===== src/rtl/alu_pkg.sv =====
// alu_pkg: shared definitions for the sequential ALU (alu_seq).
//   - opcode constants OP_NOP..OP_MUL (0xC..0xF are illegal)
//   - controller state enum IDLE/BUSY/DONE
//   - bit positions of the {Z, C, N, V} flag vector
package alu_pkg;

  localparam logic [3:0] OP_NOP  = 4'h0;
  localparam logic [3:0] OP_PASS = 4'h1;
  localparam logic [3:0] OP_ADD  = 4'h2;
  localparam logic [3:0] OP_ADC  = 4'h3;
  localparam logic [3:0] OP_SUB  = 4'h4;
  localparam logic [3:0] OP_AND  = 4'h5;
  localparam logic [3:0] OP_OR   = 4'h6;
  localparam logic [3:0] OP_XOR  = 4'h7;
  localparam logic [3:0] OP_SHL  = 4'h8;
  localparam logic [3:0] OP_SHR  = 4'h9;
  localparam logic [3:0] OP_SAR  = 4'hA;
  localparam logic [3:0] OP_MUL  = 4'hB;

  typedef enum logic [1:0] {
    IDLE = 2'd0,
    BUSY = 2'd1,
    DONE = 2'd2
  } state_t;

  localparam int unsigned FLG_Z = 3;
  localparam int unsigned FLG_C = 2;
  localparam int unsigned FLG_N = 1;
  localparam int unsigned FLG_V = 0;

endpackage


===== src/rtl/alu_mul_iter.sv =====
// alu_mul_iter: unsigned shift-add multiplier, one multiplier bit per cycle.
// Ports:
//   clk, rst_n     clock, asynchronous active-low reset
//   start          load a/b and begin (ignored state is overwritten)
//   a, b           WIDTH-bit unsigned operands
//   done           one-cycle pulse once WIDTH iterations have completed
//   product        2*WIDTH-bit result, valid while done is high
module alu_mul_iter #(
  parameter int unsigned WIDTH = 8
) (
  input  logic                   clk,
  input  logic                   rst_n,
  input  logic                   start,
  input  logic [WIDTH-1:0]       a,
  input  logic [WIDTH-1:0]       b,
  output logic                   done,
  output logic [2*WIDTH-1:0]     product
);

  localparam int unsigned CW = $clog2(WIDTH + 1);

  logic                 running;
  logic [CW-1:0]        cnt;
  logic [2*WIDTH-1:0]   mcand;
  logic [WIDTH-1:0]     mplier;

  always_ff @(posedge clk or negedge rst_n) begin
    if (!rst_n) begin
      running <= 1'b0;
      cnt     <= '0;
      mcand   <= '0;
      mplier  <= '0;
      product <= '0;
    end else if (start) begin
      running <= 1'b1;
      cnt     <= '0;
      mcand   <= {{WIDTH{1'b0}}, a};
      mplier  <= b;
      product <= '0;
    end else if (running) begin
      // done is visible for exactly one cycle after the last iteration
      if (cnt == CW'(WIDTH)) begin
        running <= 1'b0;
      end else begin
        if (mplier[0]) product <= product + mcand;
        mcand  <= mcand << 1;
        mplier <= mplier >> 1;
        cnt    <= cnt + CW'(1);
      end
    end
  end

  assign done = running && (cnt == CW'(WIDTH));

endmodule


===== src/rtl/alu_seq.sv =====
// alu_seq: registered ALU with valid/ready handshake on both sides.
// Optional feature macro: ALU_MUL_EN (builds the iterative multiplier, op 0xB).
// Ports:
//   clk, rst            clock, asynchronous active-low reset
//   in_valid/in_ready   operand handshake; op/accum/alu_in/carry_in sampled on accept
//   out_valid/out_ready result handshake; result registers hold until consumed
//   alu_out, alu_out_hi result (low/high half; high half only nonzero for MUL)
//   flags               {Z, C, N, V}
//   err                 accepted opcode was illegal
module alu_seq
  import alu_pkg::*;
#(
  parameter int unsigned WIDTH = 8
) (
  input  logic             clk,
  input  logic             rst,
  input  logic             in_valid,
  output logic             in_ready,
  input  logic [3:0]       op,
  input  logic [WIDTH-1:0] accum,
  input  logic [WIDTH-1:0] alu_in,
  input  logic             carry_in,
  output logic             out_valid,
  input  logic             out_ready,
  output logic [WIDTH-1:0] alu_out,
  output logic [WIDTH-1:0] alu_out_hi,
  output logic [3:0]       flags,
  output logic             err
);

  state_t state, state_next;

  logic             accept;
  logic             is_mul;
  logic [WIDTH:0]   a_x, b_x, wide;
  logic [WIDTH-1:0] res;
  logic             c_f, v_f, ill;
  logic [3:0]       flags_d;

  assign accept    = in_valid && in_ready;
  assign out_valid = (state == DONE);

  // single-cycle datapath, arithmetic at WIDTH+1 bits
  always_comb begin
    res  = '0;
    c_f  = 1'b0;
    v_f  = 1'b0;
    ill  = 1'b0;
    wide = '0;
    a_x  = {1'b0, accum};
    b_x  = {1'b0, alu_in};
    case (op)
      OP_NOP:  res = accum;
      OP_PASS: res = alu_in;
      OP_ADD, OP_ADC: begin
        wide = a_x + b_x + {{WIDTH{1'b0}}, (op == OP_ADC) & carry_in};
        res  = wide[WIDTH-1:0];
        c_f  = wide[WIDTH];
        v_f  = (accum[WIDTH-1] == alu_in[WIDTH-1]) && (res[WIDTH-1] != accum[WIDTH-1]);
      end
      OP_SUB: begin
        wide = a_x - b_x;
        res  = wide[WIDTH-1:0];
        c_f  = wide[WIDTH];
        v_f  = (accum[WIDTH-1] != alu_in[WIDTH-1]) && (res[WIDTH-1] != accum[WIDTH-1]);
      end
      OP_AND:  res = accum & alu_in;
      OP_OR:   res = accum | alu_in;
      OP_XOR:  res = accum ^ alu_in;
      OP_SHL: begin
        res = {accum[WIDTH-2:0], 1'b0};
        c_f = accum[WIDTH-1];
      end
      OP_SHR: begin
        res = {1'b0, accum[WIDTH-1:1]};
        c_f = accum[0];
      end
      OP_SAR: begin
        res = {accum[WIDTH-1], accum[WIDTH-1:1]};
        c_f = accum[0];
      end
      // MUL is handled by the iterative path when enabled; otherwise illegal
      default: begin
        res = accum;
        ill = 1'b1;
      end
    endcase

    flags_d        = '0;
    flags_d[FLG_Z] = (res == '0);
    flags_d[FLG_C] = c_f;
    flags_d[FLG_N] = res[WIDTH-1];
    flags_d[FLG_V] = v_f;
    if (ill) flags_d = '0;
  end

`ifdef ALU_MUL_EN
  logic               mul_done;
  logic               mul_take;
  logic [2*WIDTH-1:0] product;
  logic [3:0]         mul_flags;

  assign is_mul   = (op == OP_MUL);
  assign mul_take = (state == BUSY) && mul_done;

  alu_mul_iter #(.WIDTH(WIDTH)) u_mul (
    .clk     (clk),
    .rst_n   (rst),
    .start   (accept && is_mul),
    .a       (accum),
    .b       (alu_in),
    .done    (mul_done),
    .product (product)
  );

  always_comb begin
    mul_flags        = '0;
    mul_flags[FLG_Z] = (product[WIDTH-1:0] == '0);
    mul_flags[FLG_C] = (product[2*WIDTH-1:WIDTH] != '0);
    mul_flags[FLG_N] = product[WIDTH-1];
  end

  always_ff @(posedge clk or negedge rst) begin
    if (!rst) begin
      alu_out_hi <= '0;
    end else if (accept && !is_mul) begin
      alu_out_hi <= '0;
    end else if (mul_take) begin
      alu_out_hi <= product[2*WIDTH-1:WIDTH];
    end
  end
`else
  assign is_mul     = 1'b0;
  assign alu_out_hi = '0;
`endif

  always_ff @(posedge clk or negedge rst) begin
    if (!rst) begin
      alu_out <= '0;
      flags   <= '0;
      err     <= 1'b0;
    end else if (accept && !is_mul) begin
      alu_out <= res;
      flags   <= flags_d;
      err     <= ill;
    end
`ifdef ALU_MUL_EN
    else if (mul_take) begin
      alu_out <= product[WIDTH-1:0];
      flags   <= mul_flags;
      err     <= 1'b0;
    end
`endif
  end

  always_ff @(posedge clk or negedge rst) begin
    if (!rst) state <= IDLE;
    else      state <= state_next;
  end

  always_comb begin
    state_next = state;
    in_ready   = 1'b0;
    case (state)
      IDLE: begin
        in_ready = 1'b1;
        if (accept) state_next = is_mul ? BUSY : DONE;
      end
      BUSY: begin
`ifdef ALU_MUL_EN
        if (mul_take) state_next = DONE;
`else
        state_next = IDLE;
`endif
      end
      DONE: begin
        in_ready = out_ready;
        if (out_ready) begin
          if (accept) state_next = is_mul ? BUSY : DONE;
          else        state_next = IDLE;
        end
      end
      default: state_next = IDLE;
    endcase
  end

endmodule

===== config.mk =====
export PLATFORM = sky130hd
export DESIGN_NAME = alu_seq
export DESIGN_NICKNAME = d
export VERILOG_FILES = /design/src/rtl/alu_pkg.sv /design/src/rtl/alu_mul_iter.sv /design/src/rtl/alu_seq.sv
export SDC_FILE = /design/constraint.sdc
export NUM_CORES = 1
export LEC_CHECK = 0
export BUFFER_PORTS_ARGS = -buffer_cell sky130_fd_sc_hd__buf_4
export CAP_MARGIN = 30
export CORE_MARGIN = 10
export CORE_UTILIZATION = 51
export DETAILED_ROUTE_END_ITERATION = 8
export GPL_ROUTABILITY_DRIVEN = 1
export MAX_ROUTING_LAYER = met4
export PLACE_DENSITY = 0.78
export SLEW_MARGIN = 20
export SYNTH_ARGS = -nofsm -noshare
export SYNTH_HDL_FRONTEND = slang
export SYNTH_SLANG_ARGS = --single-unit

===== constraint.sdc =====
create_clock -name clk -period 1.4 [get_ports clk]
set_clock_uncertainty 0.05 [all_clocks]
set_input_delay 0.21 -clock clk [delete_from_list [all_inputs] [get_ports clk]]
set_output_delay 0.21 -clock clk [all_outputs]
set_load 0.01 [all_outputs]

==> impl_metrics.py <==
metrics = {
    "outcome": {
        "status": "finished, violations left",
        "violations": "setup timing",
    },
    "global_route": {
        "grt_max_degree": 32,
        "grt_pass1_wl_mm": 13.4,
        "antenna_found_initial": 0,
        "grt_pass1_vias": 2801,
        "grt_remaining_overflow": 0,
        "gr-usage-all-layers_pct": 22.0,
    },
    "die": {
        "rows": 24,
        "core_um2": 4320,
        "pin_count": 48,
        "die_w_um": 86.6,
        "die_area_um2": 7510,
        "start_util_pct": 52.4,
        "die-height_um": 86.6,
    },
    "pwr": {
        "switching_power_w": 0.000878,
        "comb_power_share_pct": 60.8,
        "p_leak_nw": 1.71,
        "p_int_w": 0.00143,
        "design_power_total_w": 0.00231,
        "p_sw_share_pct": 38.0,
        "seq_power_share_pct": 22.1,
        "power_density_nw_per_um2": 653,
        "power_frac_clock_pct": 17.1,
        "peakVddDrop_v": 0.000289,
    },
    "worst_setup_path": {
        "worstSetupEndpointType": "flip-flop",
        "worstRegToRegCells": 6,
        "crit_path_start_kind": "primary input",
        "path_class": "in -> reg",
        "critPathArrivalTime_ps": 2410,
        "critPathLaunch": "alu_in[4]",
        "required_ps": 1500,
        "r2r_start": "state[1]$_DFFE_PN0P_",
        "r2r_slack_ps": 30,
        "path_max_fanout": 5,
    },
    "detailed_routing": {
        "drtAntennaViolNets": 0,
        "remaining_drc_errors": 0,
        "vias_per_cell": 5.97,
        "wl_per_cell_um": 18.3,
        "routed_wl_mm": 8.51,
        "drt_iter0_drc": 209,
        "dr.pass1.iters": 6,
        "via_count": 2774,
    },
    "placed_design": {
        "dpl.hpwl_mm": 6.42,
        "numPortBuffers": 39,
        "dpl.cell_count": 457,
        "place_congestion": 0.952,
    },
    "logic_synthesis": {
        "synth_edf_count": 0,
        "yosysWarningCount": 0,
        "synth_flop_cell": "dfrtp_1",
        "syn_inst": 297,
        "synth_cell_types": 63,
        "synth-seq-cells": 14,
        "synth-async-reset-ratio_pct": 100,
        "synth_sequential_area_ratio_pct": 15.5,
        "synth_area_um2": 2260,
        "avgSynthCellArea_um2": 7.63,
    },
    "sta": {
        "worst_pin_slew_ps": 497,
        "max_slew_margin_pct": 66.5,
        "period_share_pct": 165,
        "finalSetupTns_ps": -8240,
        "max_freq_mhz": 433,
        "hold_viol_final": 0,
        "rsz0062_at_grt": "yes",
        "setup_viol": 12,
        "setup_slack_ps": -909,
        "period_needed_ps": 2310,
        "finalMaxSlewViolations": 0,
    },
    "clock_network": {
        "htreeDepth": 1,
        "numCtsBuffers": 3,
        "clock_latency_ps": 240,
        "numClockSinks": 14,
        "clk_pin_slew_ps": 60,
        "clock_path_buffers": 2,
        "clock-root-buffer": "clkbuf_8",
        "cts_tree": "built",
    },
    "layout": {
        "antenna_cells": 0,
        "drive_gt1_share_pct": 46.7,
        "nets": 466,
        "layout.cells.non_filler": 465,
        "area_delta_synth_final_pct": 56.2,
    },
    "min_path": {
        "hold_depth": 2,
        "hold_path_class": "in -> reg",
        "min_from": "in_valid",
    },
    "job": {
        "max_cap_viol_count": 0,
    },
}
[per-layer routing]
metal,vias to the layer above,share of wire [%],global-route usage (%)
met5,-,0,-
met4,0,2.2,6.04
met3,23,8.6,3.94
met2,165,49,36.8
met1,1288,40,26.4
li1,1298,-,-
[state kept, by name, summed over array words and instances, names as in the netlist]
| signal | flops |
|---|---|
| flags | 4 |
| state | 1 |
| err | 1 |
| alu_out | 8 |
[power by group through the flow]
stage | clock (W) | combinational, W | sequential [W]
floorplan | 0 | 0.000601 | 0.000543
global placement | 0 | 0.00117 | 0.000514
detailed placement | 0 | 0.00120 | 0.000517
CTS | 0.000394 | 0.00131 | 0.000511
global route | 0.000408 | 0.00151 | 0.000518
finish | 0.000395 | 0.00140 | 0.000512
[stage by stage]
| stage | util, % | setup slack, ps | cell area [um^2] | hold WS, ps |
|---|---|---|---|---|
| detailed placement | 74.2 | -1320 | 3210 | 16.0 |
| global placement | 74.2 | -1250 | 3210 | 11.5 |
| floorplan | - | -1200 | 2370 | -136 |
| finish | 81.8 | -909 | 3540 | 123 |
| CTS | 79.9 | -885 | 3460 | 127 |
| global route | 81.8 | -1020 | 3540 | 138 |
[path summary, 6_finish.rpt]
check | to
setup / recovery | flags[3]$_DFFE_PN0P_
hold / removal | state[1]$_DFFE_PN0P_
setup reg to reg | flags[3]$_DFFE_PN0P_
hold reg to reg | flags[1]$_DFFE_PN0P_
max in group asynchronous | state[1]$_DFFE_PN0P_
min in group asynchronous | flags[2]$_DFFE_PN0P_
[kinds of logic (layout without fill, tap and decap cells)]
group | after synthesis | count (layout) | share of synthesized area (%)
AOI/OAI and AO/OA | 101 | 101 | 30.9
other | 1 | 8 | 0.166
buffers and inverters | 53 | 162 | 11.9
and+or+nand+nor | 85 | 85 | 18.3
adders and majority gates | 28 | 28 | 16.4
muxes | 12 | 12 | 5.69
xor gates and xnor gates | 3 | 3 | 1.16
DFF | 14 | 14 | 15.5
[placed cells by master (no fill, tap or decap), drive strengths merged, types with 5 or more instances in the layout]
cell type and n:
inv 26, nor2 26, dfrtp 14, conb 8, nand3 7, mux2i 5, nand2 22, a21oi 15
o22ai 7, ha 24, a22oi 6, nand2b 6, a22o 5, nor3 5, nor2b 5, buf 131
o21ai 25, a31oi 6, mux2 7
[cells in the mapped netlist, types with 3 or more instances]
cell type	n	area (um^2)
nor3_1	5	25.0
a31oi_1	6	37.5
nand2_1	22	82.6
ha_1	24	300
o22ai_1	7	43.8
a21oi_1	15	75.1
clkbuf_1	7	26.3
o21ai_0	25	125
nand3_1	7	35.0
buf_4	11	82.6
fa_1	3	60.1
dfrtp_1	14	350
a221o_1	3	30.0
a221oi_1	4	35.0
buf_6	3	33.8
inv_1	25	93.8
mux2i_1	5	50.1
nand2b_1	6	37.5
a22oi_1	6	45.0
mux2_2	7	78.8
a22o_1	5	43.8
buf_2	5	25.0
nor2_1	26	97.6
nor2b_1	4	25.0
a211oi_1	4	30.0
[critical path: stages]
cell and delay, ps:
buf_4 80, inv_1 50, ha_2 400, inv_2 50, a221o_1 340, or2_4 290, a31oi_4 200, nor2_1 130
a311o_1 310, o41ai_2 350
[what timing repair did]
item / in CTS / in global routing
pin swaps: 24 / 11
buffers inserted: 4 / 1
hold buffers: 1 / 0
endpoints found under the hold margin: 14 / 0
resized for setup: 46 / 15
endpoints found under the setup margin: 12 / 12
[layout make-up]
class,count,area (um^2)
multi-input combinational,237,1930
inverter,26,97.6
timing repair buffer,132,1040
clock buffer,4,55.1
sequential,14,350
fill,292,787
tap,52,65.1
No activity file was read; power rests on OpenSTA's default activity.
